[src/rtl/sim_run_ctrl.sv]
// sim_run_ctrl: run controller for core simulation.
// Sequences the core reset, counts run cycles, and ends the run on a tohost
// store, a PC self-loop hang on any monitored hart, or a cycle timeout.
// Final status, cycle count and PCs are latched for the bench to print.
module sim_run_ctrl #(
  parameter int              XLEN         = 32,
  parameter int              NUM_HARTS    = 1,
  parameter int              RESET_CYCLES = 2,
  parameter int              MAX_CYCLES   = 800,
  parameter int              STALL_LIMIT  = 16,
  parameter logic [XLEN-1:0] TOHOST_ADDR  = 'h0000_1000,
  parameter int              CNT_W        = 32
) (
  input  logic                              clk,
  input  logic                              rst,
  input  logic                              start,
  output logic                              core_rst,
  input  logic [NUM_HARTS*XLEN-1:0]         pc,
  input  logic                              mem_we,
  input  logic [XLEN-1:0]                   mem_addr,
  input  logic [XLEN-1:0]                   mem_wdata,
  output logic                              running,
  output logic                              done,
  output logic [1:0]                        status,
  output logic [XLEN-2:0]                   fail_code,
  output logic [$clog2(NUM_HARTS):0]        hang_hart,
  output logic [CNT_W-1:0]                  cycle_count,
  output logic [NUM_HARTS*XLEN-1:0]         final_pc
);

  localparam int HW = $clog2(NUM_HARTS) + 1;
  localparam int SW = $clog2(STALL_LIMIT) + 1;
  localparam int RW = $clog2(RESET_CYCLES + 1) + 1;

  localparam logic [1:0] ST_PASS    = 2'd0;
  localparam logic [1:0] ST_FAIL    = 2'd1;
  localparam logic [1:0] ST_HANG    = 2'd2;
  localparam logic [1:0] ST_TIMEOUT = 2'd3;

  typedef enum logic [1:0] {
    S_IDLE  = 2'd0,
    S_RESET = 2'd1,
    S_RUN   = 2'd2,
    S_DONE  = 2'd3
  } state_t;

  state_t state_reg, state_next;

  logic [RW-1:0]             rcnt_reg;
  logic [NUM_HARTS*XLEN-1:0] prev_pc_reg;
  logic                      cmp_valid_reg;

  logic [1:0]                status_reg;
  logic [XLEN-2:0]           fail_code_reg;
  logic [HW-1:0]             hang_hart_reg;
  logic [CNT_W-1:0]          cycle_count_reg;
  logic [NUM_HARTS*XLEN-1:0] final_pc_reg;

  logic                      start_accept;
  logic                      reset_last;
  logic                      run_entry;
  logic                      in_run;
  logic                      tohost_hit;
  logic                      hang_any;
  logic                      timeout_hit;
  logic                      terminate;
  logic [CNT_W-1:0]          count_inc;
  logic [NUM_HARTS-1:0]      pc_same;
  logic [NUM_HARTS-1:0]      stall_hit;
  logic [HW-1:0]             hang_idx;
  logic [1:0]                status_next;

  // Run-control decode shared by the FSM and the datapath.
  assign in_run       = (state_reg == S_RUN);
  assign start_accept = start && ((state_reg == S_IDLE) || (state_reg == S_DONE));
  assign reset_last   = (state_reg == S_RESET) && (rcnt_reg == RW'(RESET_CYCLES - 1));
  assign run_entry    = reset_last;

  assign tohost_hit  = in_run && mem_we && (mem_addr == TOHOST_ADDR);
  assign hang_any    = in_run && (|stall_hit);
  assign timeout_hit = in_run && (cycle_count_reg == CNT_W'(MAX_CYCLES - 1));
  assign terminate   = tohost_hit || hang_any || timeout_hit;

  // Saturate instead of wrapping so a pathological run never reports a small count.
  assign count_inc = (cycle_count_reg == {CNT_W{1'b1}}) ? cycle_count_reg
                                                        : cycle_count_reg + 1'b1;

  // Per-hart stall tracking: a hang fires on the edge where the stall count
  // would reach STALL_LIMIT-1, i.e. after STALL_LIMIT cycles on the same PC.
  genvar gi;
  generate
    for (gi = 0; gi < NUM_HARTS; gi++) begin : g_hart
      logic [SW-1:0] stall_reg;

      assign pc_same[gi]   = cmp_valid_reg &&
                             (pc[gi*XLEN +: XLEN] == prev_pc_reg[gi*XLEN +: XLEN]);
      assign stall_hit[gi] = pc_same[gi] && (stall_reg == SW'(STALL_LIMIT - 2));

      // Count consecutive unchanged-PC RUN cycles for this hart.
      always_ff @(posedge clk) begin
        if (!rst) begin
          stall_reg <= '0;
        end else if (run_entry) begin
          stall_reg <= '0;
        end else if (in_run) begin
          stall_reg <= pc_same[gi] ? stall_reg + 1'b1 : '0;
        end
      end
    end
  endgenerate

  // Lowest-index stalled hart wins; scanning downward lets low indices overwrite.
  always_comb begin
    hang_idx = '0;
    for (int h = NUM_HARTS - 1; h >= 0; h--) begin
      if (stall_hit[h]) hang_idx = HW'(h);
    end
  end

  // Terminating status with tohost > hang > timeout priority.
  always_comb begin
    status_next = ST_TIMEOUT;
    if (tohost_hit) begin
      status_next = (mem_wdata == XLEN'(1)) ? ST_PASS : ST_FAIL;
    end else if (hang_any) begin
      status_next = ST_HANG;
    end
  end

  // FSM state register.
  always_ff @(posedge clk) begin
    if (!rst) state_reg <= S_IDLE;
    else      state_reg <= state_next;
  end

  // FSM next-state and state-decoded outputs.
  always_comb begin
    state_next = state_reg;
    core_rst   = 1'b1;
    running    = 1'b0;
    done       = 1'b0;
    case (state_reg)
      S_IDLE: begin
        if (start) state_next = S_RESET;
      end
      S_RESET: begin
        if (reset_last) state_next = S_RUN;
      end
      S_RUN: begin
        core_rst = 1'b0;
        running  = 1'b1;
        if (terminate) state_next = S_DONE;
      end
      S_DONE: begin
        done = 1'b1;
        if (start) state_next = S_RESET;
      end
      default: state_next = S_IDLE;
    endcase
  end

  // Reset-phase counter: cleared when a run is launched, counts through RESET.
  always_ff @(posedge clk) begin
    if (!rst) begin
      rcnt_reg <= '0;
    end else if (start_accept) begin
      rcnt_reg <= '0;
    end else if ((state_reg == S_RESET) && !reset_last) begin
      rcnt_reg <= rcnt_reg + 1'b1;
    end
  end

  // Previous-cycle PCs; the compare is armed only after the first RUN cycle.
  always_ff @(posedge clk) begin
    if (!rst) begin
      prev_pc_reg   <= '0;
      cmp_valid_reg <= 1'b0;
    end else if (run_entry) begin
      cmp_valid_reg <= 1'b0;
    end else if (in_run) begin
      prev_pc_reg   <= pc;
      cmp_valid_reg <= 1'b1;
    end
  end

  // Result registers: cleared on launch, counted in RUN, latched on termination.
  always_ff @(posedge clk) begin
    if (!rst) begin
      status_reg      <= ST_PASS;
      fail_code_reg   <= '0;
      hang_hart_reg   <= '0;
      cycle_count_reg <= '0;
      final_pc_reg    <= '0;
    end else if (start_accept) begin
      status_reg      <= ST_PASS;
      fail_code_reg   <= '0;
      hang_hart_reg   <= '0;
      cycle_count_reg <= '0;
      final_pc_reg    <= '0;
    end else if (run_entry) begin
      cycle_count_reg <= '0;
    end else if (in_run) begin
      cycle_count_reg <= count_inc;
      if (terminate) begin
        final_pc_reg <= pc;
        status_reg   <= status_next;
        if (status_next == ST_FAIL) fail_code_reg <= mem_wdata[XLEN-1:1];
        if (status_next == ST_HANG) hang_hart_reg <= hang_idx;
      end
    end
  end

  assign status      = status_reg;
  assign fail_code   = fail_code_reg;
  assign hang_hart   = hang_hart_reg;
  assign cycle_count = cycle_count_reg;
  assign final_pc    = final_pc_reg;

endmodule
[config.mk]
export PLATFORM = sky130hd
export DESIGN_NAME = sim_run_ctrl
export DESIGN_NICKNAME = d
export VERILOG_FILES = /design/src/rtl/sim_run_ctrl.sv
export SDC_FILE = /design/constraint.sdc
export NUM_CORES = 1
export LEC_CHECK = 0
export CAP_MARGIN = 30
export CORE_MARGIN = 3
export CORE_UTILIZATION = 42
export CTS_CLUSTER_SIZE = 12
export DETAILED_ROUTE_END_ITERATION = 7
export PLACE_DENSITY_LB_ADDON = 0.05
export SYNTH_ARGS = -nofsm -noshare
export SYNTH_HDL_FRONTEND = slang
export SYNTH_SLANG_ARGS = --single-unit
[constraint.sdc]
create_clock -name clk -period 2.23 [get_ports clk]
set_input_delay 0.5575 -clock clk [delete_from_list [all_inputs] [get_ports clk]]
set_output_delay 0.5575 -clock clk [all_outputs]
set_load 0.05 [all_outputs]
==> results of run 1 <==
Yosys cell counts, types with 3 or more instances:
| cell | number | area (µm²) |
|---|---|---|
| a211oi_1 | 3 | 22.5 |
| a21oi_1 | 9 | 45.0 |
| and3_1 | 6 | 37.5 |
| and4_1 | 6 | 52.6 |
| buf_1 | 3 | 11.3 |
| buf_2 | 3 | 15.0 |
| clkbuf_1 | 22 | 82.6 |
| dfxtp_1 | 140 | 2800 |
| ha_1 | 9 | 113 |
| inv_1 | 19 | 71.3 |
| mux2i_1 | 95 | 951 |
| nand2_1 | 26 | 97.6 |
| nand2b_1 | 3 | 18.8 |
| nand3_1 | 24 | 120 |
| nand4_1 | 21 | 131 |
| nor2_1 | 106 | 398 |
| nor2b_1 | 34 | 213 |
| nor3_1 | 11 | 55.1 |
| nor4_1 | 22 | 138 |
| nor4b_1 | 3 | 26.3 |
| o21ai_0 | 5 | 25.0 |
| xnor2_1 | 30 | 263 |
| xor2_1 | 27 | 236 |
layout make-up:
class	count	area (µm²)	area share, %
inverters	19	75.1	0.780
flip-flops and latches	140	2830	29.4
clock buffers	21	450	4.68
repair buffers	275	2630	27.3
multi-input cells	463	3320	34.5
well taps	180	225	2.34
clock inverters	9	97.6	1.01
worst min-delay path by stage:
stage | from | to | slack (ps)
3_5_place_dp | cmp_valid_reg$_SDFFE_PP0P_ | cmp_valid_reg$_SDFFE_PP0P_ | 470
6_report | pc[12] | final_pc[12]$_SDFFE_PP0P_ | 490
4_1_cts | cmp_valid_reg$_SDFFE_PP0P_ | cmp_valid_reg$_SDFFE_PP0P_ | 490
5_1_grt | pc[12] | final_pc[12]$_SDFFE_PP0P_ | 500
2_1_floorplan | cmp_valid_reg$_SDFFE_PP0P_ | cmp_valid_reg$_SDFFE_PP0P_ | 430
3_3_place_gp | final_pc[5]$_SDFFE_PP0P_ | final_pc[5]$_SDFFE_PP0P_ | 470
what timing repair did:
action	in CTS	in global routing
endpoints found under the hold margin	0	0
pin swaps	5	10
setup endpoints to repair	60	74
gates cloned	0	0
hold buffers	0	0
gates resized for setup	44	28
through the flow:
| stage | utilization (%) | instance area, µm² | setup slack (ps) | cells |
|---|---|---|---|---|
| CTS | 67.8 | 9520 | -196 | 1107 |
| floorplan | - | 6210 | -240 | 652 |
| detailed placement | 63.4 | 8900 | -677 | 1077 |
| finish | 68.5 | 9620 | -173 | 1107 |
| global route | 68.5 | 9620 | -294 | 1107 |
| global placement | 63.4 | 8900 | -579 | 1077 |
logic make-up (layout without fill, tap and decap cells):
logic type | after synthesis | after routing | share of synthesized area, %
and+or+nand+nor | 270 | 270 | 22.1
DFF | 140 | 140 | 45.8
muxes | 95 | 95 | 15.5
xor gates and xnor gates | 57 | 57 | 8.15
buffers and inverters | 49 | 324 | 3.25
AOI/OAI and AO/OA | 31 | 31 | 3.29
adders and majority gates | 9 | 9 | 1.84
other | 1 | 1 | 0.0613
worst register-to-register path, delay by kind of cell, from the launching register on:
kind                   cells  cell delay (ps)
and+or+nand+nor            6             1670
DFF                        1              330
buffers and inverters      2              300
AOI/OAI and AO/OA          1               50
metal layers:
layer | track usage [%] | vias to the layer above | share of wire [%]
met3 | 5.56 | 19 | 6.1
met4 | 7.57 | 0 | 2.1
met5 | 0 | - | 0
met1 | 24.9 | 2633 | 42
li1 | - | 2767 | -
met2 | 37.3 | 173 | 50
power by group through the flow:
stage	registers [mW]	logic, mW	clock network [mW]
after global routing	2.76	1.36	2.80
final	2.75	1.24	2.65
after global placement	2.78	1.18	0
after floorplan	2.79	0.720	0
after detailed placement	2.79	1.21	0
after CTS	2.74	1.24	2.70
==> flow_summary.json, run 1 <==
{
  "grtUsageTotal_pct": 21.2,
  "max_stage_delay_ps": 530,
  "clk_path_buf_depth": 2,
  "worst_ep_arrival_time_ps": 2750,
  "required_ps": 2580,
  "p_int_mw": 4.88,
  "cts_setup_buffers": 0,
  "layout_common_cells": "158 x clkdlybuf4s50_1, 121 x dfxtp_1, 106 x nor2_1",
  "tns_ps": -3060,
  "critPathLaunchType": "flip-flop",
  "crit_cells": 9,
  "startpoint": "cycle_count[26]$_SDFFE_PP0P_",
  "finalCriticalPeriod_ps": 2400,
  "period_share_pct": 108,
  "dpl.hpwl_um": 12800,
  "ys_ff_latch": 140,
  "r2r_slack_ps": -170,
  "die_h_um": 127,
  "numClockSinks": 140,
  "clock.fmax_mhz": 416,
  "whs_ps": 486,
  "die_w_um": 127,
  "grt.overflow.total": 0,
  "io_pins": 201,
  "avgViaCountPerCell": 5.05,
  "crit_slowest_cell": "or4b_1",
  "synth_fp_nets": 761,
  "synth_edf_count": 0,
  "r2r_end": "state_reg[0]$_SDFFE_PN0P_",
  "crit_path_cell_trace": "nor4_4, buf_4, nand4_1, or4_4, nor3_4, buf_6, a211oi_4, or4b_1, nand3_1",
  "io_buffer_count": 199,
  "worstHoldPathType": "in2reg",
  "dieArea_mm2": 0.0161,
  "ir_drop_mv": 0.545,
  "yosysWarnings": 0,
  "p_total_mw": 6.63,
  "crit_buf_inv": 2,
  "final_layout_size_suffix_gt1_share_pct": 16.8,
  "cts.clk_slew.worst_paths_ps": 60,
  "first_iter_violations": 281,
  "wl_um": 17300,
  "setup_slack_ps": -173,
  "worstMarginPinSlew_ps": 558,
  "endpoint_kind": "flip-flop",
  "remaining_drc_errors": 0,
  "p_comb_share_pct": 18.6,
  "antenna_cells": 0,
  "core_area_mm2": 0.0140,
  "cts-root-buf": "clkbuf_16",
  "timing.rr.start": "cycle_count[26]$_SDFFE_PP0P_",
  "num-nets-final": 1025,
  "synthCells": 652,
  "h-tree-depth": 4,
  "grt_pass1_vias": 5789,
  "power_frac_seq_pct": 41.4,
  "antenna_found_initial": 0,
  "rows": 43,
  "ant_nets": 0,
  "crit_fanout": 4,
  "worst-setup-path-type": "reg2reg",
  "grt_pass1_wl_um": 27900,
  "seq_area_frac_synth_pct": 45.8,
  "status": "complete, but fails checks",
  "netlist-cell-type-count": 44,
  "fill_cells": 1157,
  "grt_max_degree": 42,
  "finClkSkew_ps": 8.10,
  "p_leak_nw": 4.22,
  "violations": "setup timing",
  "gp_congestion": 0.856,
  "switchingPower_mw": 1.75,
  "numCtsBuffers": 17,
  "wire_per_inst_um": 15.7,
  "dr.pass1.iters": 4,
  "syn-cell-area_mm2": 0.00612,
  "final_common_cell": "clkdlybuf4s50_1",
  "endpoint": "state_reg[0]$_SDFFE_PN0P_",
  "start_util_pct": 43.6,
  "setup_violations": 26,
  "crit_family": "simple AND/OR/NAND/NOR gates",
  "cts_tree": "yes",
  "r2r_cells": 9,
  "max-cap-violations": 0,
  "sw_frac_of_total_pct": 26.4,
  "ys.flop_type": "dfxtp_1",
  "synthToLayoutAreaGrowth_pct": 57.2,
  "num_vias": 5592,
  "hold_viol_final": 0,
  "whs_path_depth": 3,
  "slew_headroom_pct": 62.7,
  "clk_latency_ps": 420,
  "async_flop_share_pct": 0,
  "final_max_slew_viol_count": 0,
  "rsz0062_at_grt": "true",
  "power_density_mw_per_mm2": 689,
  "clock_power_share_pct": 39.9,
  "syn_avg_cell_area_um2": 9.39
}
No activity file was read; power rests on OpenSTA's default activity.
==> run 2, diff against run 1 <==
Settings changed: HOLD_SLACK_MARGIN set to 0.1.
==> results of run 2 <==
The final DEF is identical to that of run 1; final timing and power are the same.
